--- src/rtl/vend_pkg.sv ---
// Shared vending-machine definitions: one-hot payout FSM encodings and coin values
// (0.5-yuan units). Also used by the coin-in controller.
package vend_pkg;

  localparam int PAY_ST_W = 7;

  localparam int IDLE_B   = 0;
  localparam int PAY1_B   = 1;
  localparam int WAIT1_B  = 2;
  localparam int PAY05_B  = 3;
  localparam int WAIT05_B = 4;
  localparam int DONE_B   = 5;
  localparam int ERR_B    = 6;

  typedef enum logic [PAY_ST_W-1:0] {
    ST_IDLE   = 7'b000_0001,
    ST_PAY1   = 7'b000_0010,
    ST_WAIT1  = 7'b000_0100,
    ST_PAY05  = 7'b000_1000,
    ST_WAIT05 = 7'b001_0000,
    ST_DONE   = 7'b010_0000,
    ST_ERR    = 7'b100_0000
  } pay_state_e;

  localparam int COIN05_VAL = 1;
  localparam int COIN1_VAL  = 2;

endpackage

--- src/rtl/vend_ack_timer.sv ---
// Hopper acknowledge timer: cleared while a coin is being requested, counts idle
// WAIT cycles, and flags when the count reaches ACK_TIMEOUT-1.
module vend_ack_timer #(
  parameter int ACK_TIMEOUT = 16,
  parameter int CNT_W       = 5
) (
  input  logic clk,
  input  logic rst_n,
  input  logic i_clr,
  input  logic i_inc,
  output logic o_timeout
);

  logic [CNT_W-1:0] r_cnt;

  always_ff @(posedge clk or negedge rst_n) begin
    if (!rst_n) begin
      r_cnt <= '0;
    end else if (i_clr) begin
      r_cnt <= '0;
    end else if (i_inc) begin
      r_cnt <= r_cnt + 1'b1;
    end
  end

  assign o_timeout = (r_cnt == CNT_W'(ACK_TIMEOUT - 1));

endmodule

--- src/rtl/vend_coin_payout.sv ---
// Change payout FSM driving a two-tube (1 / 0.5 yuan) hopper, one coin per ack.
// Optional VEND_PAYOUT_STATS_EN adds an 8-bit wrapping count of acknowledged coins.
module vend_coin_payout
  import vend_pkg::*;
#(
  parameter int AMT_W       = 4,
  parameter int ACK_TIMEOUT = 16,
  parameter int CNT_W       = 5
) (
  input  logic             clk,
  input  logic             rst_n,
  input  logic             req_valid,
  input  logic [AMT_W-1:0] req_amount,
  output logic             req_ready,
  input  logic             hopper_empty1,
  input  logic             hopper_ack,
  output logic             coin1_out,
  output logic             coin05_out,
  output logic             busy,
  output logic             done,
  output logic             err,
`ifdef VEND_PAYOUT_STATS_EN
  output logic [7:0]       coins_paid,
`endif
  output logic [AMT_W-1:0] rem_amount
);

  pay_state_e       r_state;
  logic [AMT_W-1:0] r_rem;
  logic             w_in_wait;
  logic             w_timeout;
  logic [AMT_W-1:0] w_rem_after1;
  logic [AMT_W-1:0] w_rem_after05;

  // Largest coin first; 1-yuan only when it cannot overshoot the remaining change.
  function automatic pay_state_e next_coin(input logic [AMT_W-1:0] r, input logic empty1);
    if (r >= AMT_W'(COIN1_VAL) && !empty1) return ST_PAY1;
    else if (r >= AMT_W'(COIN05_VAL))      return ST_PAY05;
    else                                   return ST_DONE;
  endfunction

  assign w_in_wait     = r_state[WAIT1_B] | r_state[WAIT05_B];
  assign w_rem_after1  = r_rem - AMT_W'(COIN1_VAL);
  assign w_rem_after05 = r_rem - AMT_W'(COIN05_VAL);

  vend_ack_timer #(
    .ACK_TIMEOUT(ACK_TIMEOUT),
    .CNT_W      (CNT_W)
  ) u_timer (
    .clk      (clk),
    .rst_n    (rst_n),
    .i_clr    (r_state[PAY1_B] | r_state[PAY05_B]),
    .i_inc    (w_in_wait & ~hopper_ack & ~w_timeout),
    .o_timeout(w_timeout)
  );

  always_ff @(posedge clk or negedge rst_n) begin
    if (!rst_n) begin
      r_state <= ST_IDLE;
      r_rem   <= '0;
    end else begin
      case (r_state)
        ST_IDLE: begin
          if (req_valid) begin
            r_rem   <= req_amount;
            r_state <= next_coin(req_amount, hopper_empty1);
          end
        end
        ST_PAY1:  r_state <= ST_WAIT1;
        ST_PAY05: r_state <= ST_WAIT05;
        ST_WAIT1: begin
          if (hopper_ack) begin
            r_rem   <= w_rem_after1;
            r_state <= next_coin(w_rem_after1, hopper_empty1);
          end else if (w_timeout) begin
            r_state <= ST_ERR;
          end
        end
        ST_WAIT05: begin
          if (hopper_ack) begin
            r_rem   <= w_rem_after05;
            r_state <= next_coin(w_rem_after05, hopper_empty1);
          end else if (w_timeout) begin
            r_state <= ST_ERR;
          end
        end
        ST_DONE: r_state <= ST_IDLE;
        ST_ERR:  r_state <= ST_IDLE;
        default: r_state <= ST_IDLE;
      endcase
    end
  end

`ifdef VEND_PAYOUT_STATS_EN
  logic [7:0] r_coins_paid;

  always_ff @(posedge clk or negedge rst_n) begin
    if (!rst_n) begin
      r_coins_paid <= '0;
    end else if (w_in_wait && hopper_ack) begin
      r_coins_paid <= r_coins_paid + 8'd1;
    end
  end

  assign coins_paid = r_coins_paid;
`endif

  // Moore outputs straight from the one-hot state flops.
  assign req_ready  = r_state[IDLE_B];
  assign busy       = ~r_state[IDLE_B];
  assign coin1_out  = r_state[PAY1_B];
  assign coin05_out = r_state[PAY05_B];
  assign done       = r_state[DONE_B];
  assign err        = r_state[ERR_B];
  assign rem_amount = r_rem;

endmodule

--- config.mk ---
export PLATFORM = sky130hd
export DESIGN_NAME = vend_coin_payout
export DESIGN_NICKNAME = d
export VERILOG_FILES = /design/src/rtl/vend_pkg.sv /design/src/rtl/vend_ack_timer.sv /design/src/rtl/vend_coin_payout.sv
export SDC_FILE = /design/constraint.sdc
export NUM_CORES = 1
export LEC_CHECK = 0
export CAP_MARGIN = 25
export CORE_MARGIN = 2
export CORE_UTILIZATION = 55
export CTS_CLUSTER_DIAMETER = 50
export CTS_CLUSTER_SIZE = 20
export DETAILED_ROUTE_END_ITERATION = 6
export PLACE_DENSITY_LB_ADDON = 0.25
export SYNTH_ARGS = -nofsm -noshare
export SYNTH_HDL_FRONTEND = slang
export SYNTH_SLANG_ARGS = --single-unit
export TNS_END_PERCENT = 10
--- constraint.sdc ---
create_clock -name clk -period 4.7 [get_ports clk]
set_input_delay 0.705 -clock clk [delete_from_list [all_inputs] [get_ports clk]]
set_output_delay 0.705 -clock clk [all_outputs]
set_load 0.02 [all_outputs]
==> results.cfg <==
[sta]
setup_slack_ns = 2.28
setup_viol = 0
measured_slew_at_the_worst_slew_check_pin_ns = 0.727
final_period_minus_worst_setup_slack_ns = 2.42
timing.hold.ws_ns = 0.553
rsz_0062_raised_after_global_routing = no
hold_violations = 0
max_slew_margin_vs_limit_pct = 51.4
final.setup.tns_ns = 0
final-max-slew-violation-count = 0
clock-skew-final_ns = 0.00504
finalCritPeriodShare_pct = 51.5
max_clock_freq_mhz = 413

[finish]
area_taken_by_multi_input_logic_gates_sq_um = 758
final_core_util_pct = 67.3
design.final.nets = 177
syn2layout_area_growth_pct = 18.0
drive_above_1_share_pct = 5.77
antenna_cells_inserted = 0
register_area_sq_um = 402
fill_cells = 173
layoutNonFillerInstCount = 184

[die]
die_h_um = 51.2
placeableCoreArea_sq_um = 2150
initial_core_util_pct = 57.0
die_w_um = 51.2
placement_rows = 17
io-pin-count = 19
die_area_sq_um = 2620

[placed_design]
detailedPlace.worstSlack_ns = 2.23
dpl.cell_count = 180
globalplace.congestion = 0.926
detail_placement_hpwl_um = 2030
port_bufs = 18

[grt]
track_usage_pct = 23.5
grt_max_degree = 17
antenna_found_initial = 0
grt_remaining_overflow = 0
grt_first_pass_wirelength_um = 4580
grt_pass1_vias = 1087

[detailed_routing]
met2_length_um = 1260
vias = 1113
routed_wire_length_per_instance_um = 14.6
drt_first_pass_iters = 4
post-route-drc-count = 0
met3RoutedLength_um = 135
drt_iter0_drc = 49
detail-route-antenna-nets = 0
dr.max_layer_used = met4
via_per_inst = 6.05
finalWirelength_um = 2690
wl_met1_um = 1260

[setup_path]
crit_path_max_incr_delay_ns = 0.55
worst-endpoint-arrival_ns = 2.66
r2r_slack_ns = 2.28
timing.critical_path.max_delay_family = simple AND/OR/NAND/NOR gates
critical-path-slowest-cell = sky130_fd_sc_hd__or4_4
timing.reg2reg.worst_path_depth = 5
reg2reg_from = r_state[2]
worst_ep_required_time_ns = 4.94
crit_start = r_state[2]
path_cells = or4_4, or4_4, o2bb2a_4, or4_1, o21ai_1
worst_path_most_repeated_cell = sky130_fd_sc_hd__or4_4
worstSetupStartpointType = register
critical_path.endpoint_type = register
criticalPathCategory = reg -> reg
crit-reg2reg-capture = rem_amount[0]
critical_path.endpoint = rem_amount[0]
timing.critical_path.depth = 5
cp_max_fanout = 10
timing.critical_path.buf_inv = 0

[power]
total_leakage_power_nw = 0.623
power_density_nw_per_um2 = 590
peakVddDrop_uv = 358

[clock_tree]
ctsResizeCount = 0
ctsHoldBuffers = 0
clkSlewWorstSetupHoldPaths_ns = 0.10
cts-buffers-inserted = 3
root_buffer_cell = sky130_fd_sc_hd__clkbuf_4
clockBufferDepth = 2
cts.sink_count = 16
ctsHtreeMaxLevel = 1
clock_latency_reported_for_the_late_side_of_the_worst_skew_pair_ns = 0.30
post_cts.repair.setup_buffers = 0
cts_tree = done

[synth]
avgSynthCellArea_sq_um = 8.88
synthesized_nets = 158
synth_top_cell_by_area = sky130_fd_sc_hd__dfrtp_1
yosysWarningCount = 0
async_reset_ff_share_pct = 100
post_synth_inst_count = 138
ys_seq_area_share_pct = 32.8
mappedNetlistArea_sq_um = 1220
synth_edf_count = 0
synth.area.top_cells = sky130_fd_sc_hd__dfrtp_1 31%, sky130_fd_sc_hd__ha_1 11%, sky130_fd_sc_hd__nor2_1 4.9%, sky130_fd_sc_hd__a21oi_1 3.3%, sky130_fd_sc_hd__nor2b_1 3.1%
synth-seq-cells = 16
synth_top_area_share_pct = 30.6
ys_types = 44
ys_dominant_reg_cell = sky130_fd_sc_hd__dfrtp_1

[hold_path]
hold_crit_path_type = reg -> reg

[run]
maxCapViolCount = 0

[run_status]
run_status = finished clean
power breakdown:
group	leakage, nW	switching (W)	internal [W]	total [W]
clock network	0.0210	0.0000471	0.0000474	0.0000945
logic	0.393	0.000278	0.000228	0.000505
registers	0.210	0.0000686	0.000185	0.000253
total	0.623	0.000394	0.000460	0.000853
how the worst min path moves through the flow:
stage	start	endpoint	slack, ns	cells after the start
after floorplan	rst_n	r_state[1]	0.41	0
after global placement	u_timer.r_cnt[3]	u_timer.r_cnt[3]	0.52	2
after detailed placement	u_timer.r_cnt[3]	u_timer.r_cnt[3]	0.54	2
after CTS	u_timer.r_cnt[3]	u_timer.r_cnt[3]	0.56	2
after global routing	u_timer.r_cnt[4]	u_timer.r_cnt[4]	0.60	2
final	u_timer.r_cnt[3]	u_timer.r_cnt[3]	0.55	2
state kept, by name, summed over array words and instances, names as in the netlist:
signal         flops
r_state            7
u_timer.r_cnt      5
rem_amount         4
per-layer routing:
layer  up-vias  GRT usage, %
met5         -             0
li1        547             -
met1       537          29.2
met3         3          4.09
met4         0          9.46
met2        26          40.0
through the flow:
| stage | cell area [sq um] | power (W) |
|---|---|---|
| final | 1450 | 0.000853 |
| after CTS | 1450 | 0.000854 |
| after global placement | 1410 | 0.000739 |
| after floorplan | 1220 | 0.000610 |
| after global routing | 1450 | 0.000926 |
| after detailed placement | 1410 | 0.000758 |
cells in the mapped netlist (2+ instances only):
cell type / instances
sky130_fd_sc_hd__ha_1: 11
sky130_fd_sc_hd__nand3_1: 5
sky130_fd_sc_hd__nor3_1: 6
sky130_fd_sc_hd__and3_1: 3
sky130_fd_sc_hd__dfrtp_1: 15
sky130_fd_sc_hd__xor2_1: 3
sky130_fd_sc_hd__o21ai_1: 2
sky130_fd_sc_hd__o22ai_1: 2
sky130_fd_sc_hd__nor4_1: 2
sky130_fd_sc_hd__buf_6: 2
sky130_fd_sc_hd__nand2_1: 3
sky130_fd_sc_hd__or4_4: 2
sky130_fd_sc_hd__o21a_1: 4
sky130_fd_sc_hd__a211oi_1: 2
sky130_fd_sc_hd__and2_1: 2
sky130_fd_sc_hd__a21oi_1: 8
sky130_fd_sc_hd__mux2i_1: 2
sky130_fd_sc_hd__nand2b_1: 2
sky130_fd_sc_hd__inv_1: 9
sky130_fd_sc_hd__nor2_1: 16
sky130_fd_sc_hd__nand4_1: 4
sky130_fd_sc_hd__a41oi_1: 2
sky130_fd_sc_hd__o21ai_0: 5
sky130_fd_sc_hd__nor2b_1: 6
worst reg2reg max path: cells and delay by family (launching register included):
family / cells / cell delay (ns)
simple gates: 3 / 1.52
flops: 1 / 0.49
compound gates: 2 / 0.35
logic make-up after synthesis:
| family | synth area share (%) |
|---|---|
| buffers and inverters | 5.31 |
| multiplexers | 1.63 |
| AO/OA/AOI/OAI | 20.1 |
| XOR/XNOR | 2.86 |
| flip-flops | 32.8 |
| AND/OR/NAND/NOR | 26.0 |
| adder cells (fa/ha/maj) | 11.2 |
cell usage in the layout (no fill, tap or decap), types with 2 or more instances in the layout:
master                            netlist  routed
sky130_fd_sc_hd__a21oi_1                8       8
sky130_fd_sc_hd__dfrtp_1               15      15
sky130_fd_sc_hd__clkdlybuf4s50_1        0      18
sky130_fd_sc_hd__nor4_1                 2       2
sky130_fd_sc_hd__a41oi_1                2       2
sky130_fd_sc_hd__a211oi_1               2       2
sky130_fd_sc_hd__mux2i_1                2       2
sky130_fd_sc_hd__nor2b_1                6       6
sky130_fd_sc_hd__o21a_1                 4       4
sky130_fd_sc_hd__o22ai_1                2       2
sky130_fd_sc_hd__nand3_1                5       5
sky130_fd_sc_hd__inv_1                  9       9
sky130_fd_sc_hd__nand2b_1               2       2
sky130_fd_sc_hd__o21ai_0                5       5
sky130_fd_sc_hd__xor2_1                 3       3
sky130_fd_sc_hd__nor2_1                16      16
sky130_fd_sc_hd__o21ai_1                2       2
sky130_fd_sc_hd__clkbuf_4               0       3
sky130_fd_sc_hd__nand2_1                3       3
sky130_fd_sc_hd__or4_4                  2       2
sky130_fd_sc_hd__nand4_1                4       4
sky130_fd_sc_hd__nor3_1                 6       6
sky130_fd_sc_hd__and3_1                 3       3
sky130_fd_sc_hd__ha_1                  11      11
sky130_fd_sc_hd__and2_1                 2       2
final cells by class:
| cell class | count | share of cell area (%) |
|---|---|---|
| flip-flops and latches | 16 | 27.8 |
| clock buffers | 4 | 2.51 |
| inverters | 9 | 2.34 |
| well taps | 28 | 2.42 |
| repair buffers | 18 | 12.5 |
| multi-input cells | 109 | 52.5 |
(Power assumes the default switching activity.)
